**src/rtl/wb_queue_if.sv**
```systemverilog
// wb_queue_if: producer, drain and status signals of the writeback queue
interface wb_queue_if #(parameter int DEPTH = 4, parameter int XLEN = 32);
    logic                     alu_valid;
    logic                     alu_ready;
    logic [4:0]               alu_rd;
    logic [XLEN-1:0]          alu_data;
    logic                     ld_valid;
    logic                     ld_ready;
    logic [4:0]               ld_rd;
    logic [XLEN-1:0]          ld_data;
    logic [2:0]               ld_funct3;
    logic [1:0]               ld_addr_lo;
    logic                     hold;
    logic                     rf_write_ena;
    logic [4:0]               rf_write_addr;
    logic [XLEN-1:0]          rf_write_data;
    logic [31:0]              pending_mask;
    logic [$clog2(DEPTH):0]   count;
    modport master (
        output alu_valid, alu_rd, alu_data, ld_valid, ld_rd, ld_data, ld_funct3, ld_addr_lo, hold,
        input  alu_ready, ld_ready, rf_write_ena, rf_write_addr, rf_write_data, pending_mask, count
    );
    modport slave (
        input  alu_valid, alu_rd, alu_data, ld_valid, ld_rd, ld_data, ld_funct3, ld_addr_lo, hold,
        output alu_ready, ld_ready, rf_write_ena, rf_write_addr, rf_write_data, pending_mask, count
    );
endinterface

```
**src/rtl/wb_queue.sv**
```systemverilog
// wb_queue: writeback FIFO from ALU/load producers to the register file; WB_LOAD_EXT_EN enables lb/lh/lbu/lhu extraction
module wb_queue #(
    parameter int DEPTH = 4,
    parameter int XLEN  = 32
) (
    input  logic       clk,
    input  logic       rst_n,
    wb_queue_if.slave  bus
);
    localparam int AW = $clog2(DEPTH);
    logic [4:0]      rd_q [DEPTH];
    logic [4:0]      rd_d [DEPTH];
    logic [XLEN-1:0] data_q [DEPTH];
    logic [XLEN-1:0] data_d [DEPTH];
    logic [AW-1:0]   rptr_q, rptr_d, wptr_q, wptr_d;
    logic [AW:0]     cnt_q, cnt_d;
    logic            full, push, pop;
    logic [4:0]      push_rd;
    logic [XLEN-1:0] push_data, ld_val;
    logic [31:0]     mask;
`ifdef WB_LOAD_EXT_EN
    logic [7:0]  ld_b;
    logic [15:0] ld_h;
    always_comb begin
        ld_b   = bus.ld_data[{bus.ld_addr_lo, 3'b000} +: 8];
        ld_h   = bus.ld_addr_lo[1] ? bus.ld_data[31:16] : bus.ld_data[15:0];
        ld_val = bus.ld_funct3 == 3'b000 ? {{(XLEN-8){ld_b[7]}}, ld_b} :
                 bus.ld_funct3 == 3'b001 ? {{(XLEN-16){ld_h[15]}}, ld_h} :
                 bus.ld_funct3 == 3'b100 ? {{(XLEN-8){1'b0}}, ld_b} :
                 bus.ld_funct3 == 3'b101 ? {{(XLEN-16){1'b0}}, ld_h} : bus.ld_data;
    end
`else
    assign ld_val = bus.ld_data;
`endif
    always_comb begin
        full      = cnt_q == (AW+1)'(DEPTH);
        pop       = cnt_q != '0 && !bus.hold;
        push_rd   = bus.ld_valid ? bus.ld_rd : bus.alu_rd;
        push_data = bus.ld_valid ? ld_val : bus.alu_data;
        // rd==0 handshakes complete but never occupy a slot
        push      = !full && (bus.ld_valid || bus.alu_valid) && push_rd != 5'd0;
        rd_d      = rd_q;
        data_d    = data_q;
        if (push) begin
            rd_d[wptr_q]   = push_rd;
            data_d[wptr_q] = push_data;
        end
        wptr_d = wptr_q + AW'(push);
        rptr_d = rptr_q + AW'(pop);
        cnt_d  = cnt_q + (AW+1)'(push) - (AW+1)'(pop);
        mask   = '0;
        for (int i = 0; i < DEPTH; i++)
            if ({1'b0, AW'(AW'(i) - rptr_q)} < cnt_q) mask[rd_q[i]] = 1'b1;
    end
    assign bus.ld_ready      = !full;
    assign bus.alu_ready     = !full && !bus.ld_valid;
    assign bus.rf_write_ena  = pop;
    assign bus.rf_write_addr = rd_q[rptr_q];
    assign bus.rf_write_data = data_q[rptr_q];
    assign bus.pending_mask  = mask;
    assign bus.count         = cnt_q;
    always_ff @(posedge clk or negedge rst_n) begin
        if (!rst_n) begin
            rptr_q <= '0;
            wptr_q <= '0;
            cnt_q  <= '0;
            for (int i = 0; i < DEPTH; i++) begin
                rd_q[i]   <= '0;
                data_q[i] <= '0;
            end
        end else begin
            rptr_q <= rptr_d;
            wptr_q <= wptr_d;
            cnt_q  <= cnt_d;
            rd_q   <= rd_d;
            data_q <= data_d;
        end
    end
endmodule

```
**src/flat_wrapper.sv**
```systemverilog
// flat-port wrapper written by rule: the top's interface ports become plain ports
module wb_queue_flat 
#(
    parameter int DEPTH = 4,
    parameter int XLEN  = 32
)
  (clk, rst_n, bus_alu_valid, bus_alu_rd, bus_alu_data, bus_ld_valid, bus_ld_rd, bus_ld_data, bus_ld_funct3, bus_ld_addr_lo, bus_hold, bus_alu_ready, bus_ld_ready, bus_rf_write_ena, bus_rf_write_addr, bus_rf_write_data, bus_pending_mask, bus_count);
  wb_queue_if #(.DEPTH(DEPTH), .XLEN(XLEN)) bus_i ();
  input  logic clk;
  input  logic rst_n;
  input wire logic [$bits(bus_i.alu_valid)-1:0] bus_alu_valid;
  input wire logic [$bits(bus_i.alu_rd)-1:0] bus_alu_rd;
  input wire logic [$bits(bus_i.alu_data)-1:0] bus_alu_data;
  input wire logic [$bits(bus_i.ld_valid)-1:0] bus_ld_valid;
  input wire logic [$bits(bus_i.ld_rd)-1:0] bus_ld_rd;
  input wire logic [$bits(bus_i.ld_data)-1:0] bus_ld_data;
  input wire logic [$bits(bus_i.ld_funct3)-1:0] bus_ld_funct3;
  input wire logic [$bits(bus_i.ld_addr_lo)-1:0] bus_ld_addr_lo;
  input wire logic [$bits(bus_i.hold)-1:0] bus_hold;
  output wire logic [$bits(bus_i.alu_ready)-1:0] bus_alu_ready;
  output wire logic [$bits(bus_i.ld_ready)-1:0] bus_ld_ready;
  output wire logic [$bits(bus_i.rf_write_ena)-1:0] bus_rf_write_ena;
  output wire logic [$bits(bus_i.rf_write_addr)-1:0] bus_rf_write_addr;
  output wire logic [$bits(bus_i.rf_write_data)-1:0] bus_rf_write_data;
  output wire logic [$bits(bus_i.pending_mask)-1:0] bus_pending_mask;
  output wire logic [$bits(bus_i.count)-1:0] bus_count;
  assign bus_i.alu_valid = bus_alu_valid;
  assign bus_i.alu_rd = bus_alu_rd;
  assign bus_i.alu_data = bus_alu_data;
  assign bus_i.ld_valid = bus_ld_valid;
  assign bus_i.ld_rd = bus_ld_rd;
  assign bus_i.ld_data = bus_ld_data;
  assign bus_i.ld_funct3 = bus_ld_funct3;
  assign bus_i.ld_addr_lo = bus_ld_addr_lo;
  assign bus_i.hold = bus_hold;
  assign bus_alu_ready = bus_i.alu_ready;
  assign bus_ld_ready = bus_i.ld_ready;
  assign bus_rf_write_ena = bus_i.rf_write_ena;
  assign bus_rf_write_addr = bus_i.rf_write_addr;
  assign bus_rf_write_data = bus_i.rf_write_data;
  assign bus_pending_mask = bus_i.pending_mask;
  assign bus_count = bus_i.count;
  wb_queue #(.DEPTH(DEPTH), .XLEN(XLEN)) u_core (.clk(clk), .rst_n(rst_n), .bus(bus_i));
endmodule
```
**config.mk**
```make
export PLATFORM = sky130hd
export DESIGN_NAME = wb_queue_flat
export DESIGN_NICKNAME = d
export VERILOG_FILES = /design/src/rtl/wb_queue_if.sv /design/src/rtl/wb_queue.sv /design/src/flat_wrapper.sv
export SDC_FILE = /design/constraint.sdc
export NUM_CORES = 1
export LEC_CHECK = 0
export CAP_MARGIN = 20
export CORE_MARGIN = 10
export CORE_UTILIZATION = 54
export DETAILED_ROUTE_END_ITERATION = 10
export DONT_BUFFER_PORTS = 1
export PLACE_DENSITY = 0.78
export SKIP_LAST_GASP = 1
export SYNTH_ARGS = -nofsm -noshare
export SYNTH_HDL_FRONTEND = slang
export SYNTH_SLANG_ARGS = --single-unit
```
**constraint.sdc**
```tcl
create_clock -name clk -period 3.76 [get_ports clk]
set_clock_uncertainty 0.2 [all_clocks]
set_input_delay 1.128 -clock clk [delete_from_list [all_inputs] [get_ports clk]]
set_output_delay 1.128 -clock clk [all_outputs]
set_load 0.01 [all_outputs]
```
* Word-level counts from Yosys, hierarchy flattened *
Cells that the tools add are included.
W data, S select, Z words.

cells by class
  $add $sub $neg = 8
  order comparisons = 15
  equal/unequal tests = 1
  multiplexer cells = 26
  bitwise logic cells = 5
  reduce and logical (&&, ||, !) cells = 15

operators by type and width
  cell                   number
  $mux W32               8
  $bwmux W128            1
  $or A32 B32 Y32        3
  $bmux W32 S2           1
  $demux W32 S2          1
  $lt A5 B6 Y1 const B   4
  $bwmux W20             1
  $demux W1 S5           4
  $ge A5 B1 Y1 const B   4
  $mux W5                4
  $lt A2 B3 Y1           4
  $bmux W5 S2            1
  $demux W5 S2           1
  $logic_and A1 B1 Y1    9
  $ge A3 B3 Y1 const B   2
  $not A2 Y3             2
  $reduce_bool A5 Y1     1
  $add A2 B1 Y2          2
  $mux W1                4
  $sub A1 B2 Y2 const A  2
  $sub A2 B2 Y2 const A  2
  $add A3 B1 Y3          1
  $eq A3 B3 Y1 const B   1
  $logic_not A1 Y1       3
  other kinds (4)        4

word-level totals
  register bits after elaboration = 155
  logic and storage cells = 81

* Logic depth before layout (Yosys ltp) *
  depth in word-level cells = 11
  gate-level depth with buffers = 9
  mapped depth without buffers = 8

* Worst setup path after synthesis *
Ideal clock, no wire load.

  kind = register -> output
  from = register u_core.rptr_q[1]
  to = output port bus_pending_mask[27]
  arrival time = 2.238 ns
  required time = 2.432 ns
  path slack = 0.194 ns
  cell stages (with the launch flop) = 8
  path buffers = 1
  cell sequence = dfrtp_1 > buf_1 > inv_1 > ha_1 > a211oi_1 > nor3_1 > a22oi_1 > o221ai_1

on the way
  word-level cells in the longest chain between the ends = 9
  elaborated cells on any way between the ends = 15
  those cells by class = add/sub: 4; order compare: 4; mux: 4; bitwise: 3

ends and longest elaborated chain
  what                              RTL line            RTL
  start, declared                   wb_queue.sv:15      logic [AW-1:0] rptr_q, rptr_d, wptr_q, wptr_d;
  start signal, assigned            wb_queue.sv:72      rptr_q <= rptr_d;
  $sub A1 B2 Y2                     wb_queue.sv:53      if ({1'b0, AW'(AW'(i) - rptr_q)} < cnt_q) mask[rd_q[i]] = 1'b1;
  $lt A2 B3 Y1                      wb_queue.sv:53
  $mux W32                          wb_queue.sv:53
  $or A32 B32 Y32 (no source line)  -
  $mux W32                          wb_queue.sv:53
  $or A32 B32 Y32 (no source line)  -
  $mux W32                          wb_queue.sv:53
  $or A32 B32 Y32 (no source line)  -
  $mux W32 (*)                      wb_queue.sv:53
  end, declared                     flat_wrapper.sv:25  output wire logic [$bits(bus_i.pending_mask)-1:0] bus_pending_mask;

Every way passes the cells marked *; elsewhere a longest branch is shown, timed or not.

* Worst setup path in the final report *
  from = register u_core.rptr_q[1]
  to = output port bus_pending_mask[0]

The elaborated chain is that of the path after synthesis.

==> metrics.md <==
| Metric | Value |
|---|---|
| Yosys top cell by area | dfrtp_1 |
| CP peak stage delay | 440 ps |
| Initial core utilization | 0.557 |
| Die Area | 22000 um^2 |
| RSZ-0062 raised after global routing | yes |
| Area growth from synthesis to final layout | 11.8% |
| TritonCTS clock tree | built |
| Slew Viols, Final | 0 |
| IO Port Bufs | 0 |
| Drt pass-1 iters | 5 |
| Root Buffer | clkbuf_16 |
| Async set or reset register ratio after synthesis | 1.00 |
| Post-Route WL | 22500 um |
| Worst path bufs/invs | 1 |
| DP HPWL | 15900 um |
| Pleak | 4.12 nW |
| Setup WS pre-CTS | 250 ps |
| Yosys cell types | 54 |
| First-pass GRT wire length | 35400 um |
| Routed Antenna Nets | 0 |
| Ys flop type | dfrtp_1 |
| Slew Limit Headroom | 0.491 |
| Avg Cell Area, Syn | 14.1 um^2 |
| Mapped cell area | 8910 um^2 |
| Vias in the first global route | 6002 |
| Reg-to-reg setup timing slack | 830 ps |
| Slowest CP cell | dfrtp_2 |
| Hold Buf Count CTS | 0 |
| Maximum vdd ir drop | 0.508 mV |
| Max-Cap Viols | 0 |
| DRT iter0 DRCs | 284 |
| Crit path kind | reg2out |
| DP Cell Count | 832 |
| Hold_ws | 186 ps |
| Final hold vios | 0 |
| Placeable Area | 16000 um^2 |
| Gate Count Post-Synth | 634 |
| CP top delay family | compound AO/OA/AOI/OAI gates |
| Post-synth EDFFs | 0 |
| DRC Markers | 0 |
| ANT cells | 0 |
| Synth top area cells | dfrtp_1 44%, mux2_2 14%, mux2_4 12%, mux4_2 9.4%, o221ai_1 2.7% |
| R2r endpoint | u_core.bus.count[2]$_DFF_PN0_ |
| Final setup violation count | 0 |
| Avg WL per Cell | 25.9 um |
| CTS clk-pin slew, worst paths | 70 ps |
| Worst r2r path cells | 7 |
| Final Critical Period | 3670 ps |
| Top-area cell type share of the netlist area | 0.435 |
| Crit path DAT | 2340 ps |
| GRT overflow | 0 |
| Routability cong. | 0.878 |
| Final net count | 731 |
| Flops & latches, synth | 155 |
| CP Cell Sequence | xnor2_2 > ha_1 > nor2b_4 > a2111oi_4 > buf_4 > a22oi_1 > o221ai_1 |
| Share of layout cells above drive strength 1 | 0.516 |
| FP Rows | 46 |
| Final WS setup | 92.2 ps |
| Reg-to-Reg Start | u_core.bus.count[2]$_DFF_PN0_ |
| Clk_lat worst skew | 430 ps |
| Crit share post-route | 0.975 |
| CTS Buffer Depth | 2 |
| H-Tree Depth | 4 |
| Synthesis Warnings | 0 |
| Overall Global Routing Usage | 0.206 |
| Cell Pwr Density | 1050 nW/um^2 |
| Fill count | 1216 |
| Slew @ Worst Pin | 761 ps |
| Vias per cell | 6.48 |
| Syn_nets | 727 |
| Top-count cell post-synth | dfrtp_1 |
| Crit-path max FO | 4 |
| Min-Delay Path Class | in2async |
| Num ports | 159 |
| Crit. End Element | output pin |
| Final Non-Filler Cells | 867 |
| Post-synthesis sequential area ratio | 0.435 |
| Vias | 5621 |
| Max Fclk | 273 MHz |
| CTS Buf Count | 17 |
| Die W | 148 um |
| Commonest cells in the netlist | 155 x dfrtp_1, 113 x mux2_2, 70 x mux2_4, 37 x mux4_2, 29 x a22oi_1 |
| CP Launch Type | flop |
| Outcome | finished clean |
| Initial antenna violation count | 0 |
| Req. time, crit path | 2430 ps |
| Pin count of the biggest net entering global routing | 156 |
| Die Ht | 148 um |
| Clk sink count | 155 |
==> cells in the final DEF (no fill, tap or decap), drive strengths merged, types with 4 or more instances in the layout <==
master / netlist / layout
clkbuf: 15 / 18
buf: 29 / 29
o221ai: 27 / 27
nor3b: 6 / 6
and3b: 4 / 4
inv: 10 / 14
mux4: 37 / 37
a22oi: 29 / 29
nand3b: 5 / 5
mux2: 185 / 185
and2: 4 / 4
nand3: 11 / 11
nand2: 26 / 26
dfrtp: 155 / 155
nand2b: 5 / 5
o211ai: 6 / 6
a2111oi: 5 / 5
nor2: 16 / 16
clkinv: 0 / 5
nor2b: 11 / 11
nor3: 4 / 4
ha: 8 / 8
==> cell type report <==
| type | instances | area [um^2] | area share |
|---|---|---|---|
| multi-input cells | 425 | 4930 | 0.495 |
| flip-flops and latches | 155 | 3880 | 0.390 |
| clock buffers | 18 | 439 | 0.0441 |
| well taps | 216 | 270 | 0.0271 |
| repair buffers | 29 | 238 | 0.0239 |
| clock inverters | 14 | 161 | 0.0162 |
| inverters | 10 | 37.5 | 0.00377 |
==> metal layers <==
metal,up-vias,routed length (um),GRT usage
li1,2452,-,-
met1,2969,9380,0.254
met2,179,11300,0.343
met3,21,1530,0.0646
met4,0,256,0.0535
met5,-,0,0
==> kinds of logic after synthesis <==
kind of cell / after synthesis / synth area share
multiplexers: 222 / 0.357
AND/OR/NAND/NOR: 109 / 0.0744
flip-flops: 155 / 0.435
adder cells (fa/ha/maj): 9 / 0.0135
AO/OA/AOI/OAI: 80 / 0.0756
XOR/XNOR: 5 / 0.00492
buffers and inverters: 54 / 0.0395
==> worst max-delay path by stage <==
| stage | to | slack (ps) | startpoint | depth (start not counted) |
|---|---|---|---|---|
| detailed placement | bus_pending_mask[23] | 250 | u_core.rptr_q[0]$_DFF_PN0_ | 5 |
| floorplan | bus_pending_mask[27] | 190 | u_core.rptr_q[1]$_DFF_PN0_ | 7 |
| CTS | bus_pending_mask[23] | -110 | u_core.rptr_q[1]$_DFF_PN0_ | 7 |
| global route | bus_pending_mask[28] | -10 | u_core.rptr_q[1]$_DFF_PN0_ | 6 |
| finish | bus_pending_mask[0] | 90 | u_core.rptr_q[1]$_DFF_PN0_ | 7 |
| global placement | bus_pending_mask[9] | 200 | u_core.rptr_q[1]$_DFF_PN0_ | 6 |
==> flip-flops by register name (all words and copies together) (netlist names) <==
signal	cells
u_core.wptr_q	2
u_core.bus.count	3
u_core.data_q	128
u_core.rd_q	20
u_core.rptr_q	2
==> report_power, final <==
part	leakage (nW)	internal, mW	switching [mW]
sequential	1.82	2.55	0.775
combinational	2.01	2.74	2.71
clock	0.284	1.01	0.710
==> worst reg2reg max path, delay by kind of cell (launching register included) <==
family	cells	cell delay [ps]
XOR/XNOR	2	270
flip-flops	1	610
adder cells (fa/ha/maj)	2	600
AND/OR/NAND/NOR	3	1140
==> timing repair <==
item | CTS | global route
pin swaps | 2 | 6
endpoints found under the setup margin | 31 | 55
setup buffers | 1 | 2
resized for setup | 22 | 23
==> stage by stage <==
stage / util / cell area, um^2 / power [mW] / TNS [ps]
global route: 0.622 / 9960 / 11.1 / -20.5
global placement: 0.566 / 9060 / 8.16 / 0
floorplan: - / 8910 / 7.19 / 0
CTS: 0.613 / 9810 / 10.3 / -417
detailed placement: 0.566 / 9060 / 8.37 / 0
finish: 0.622 / 9960 / 10.5 / 0
Power figures use the tool's default switching activity.
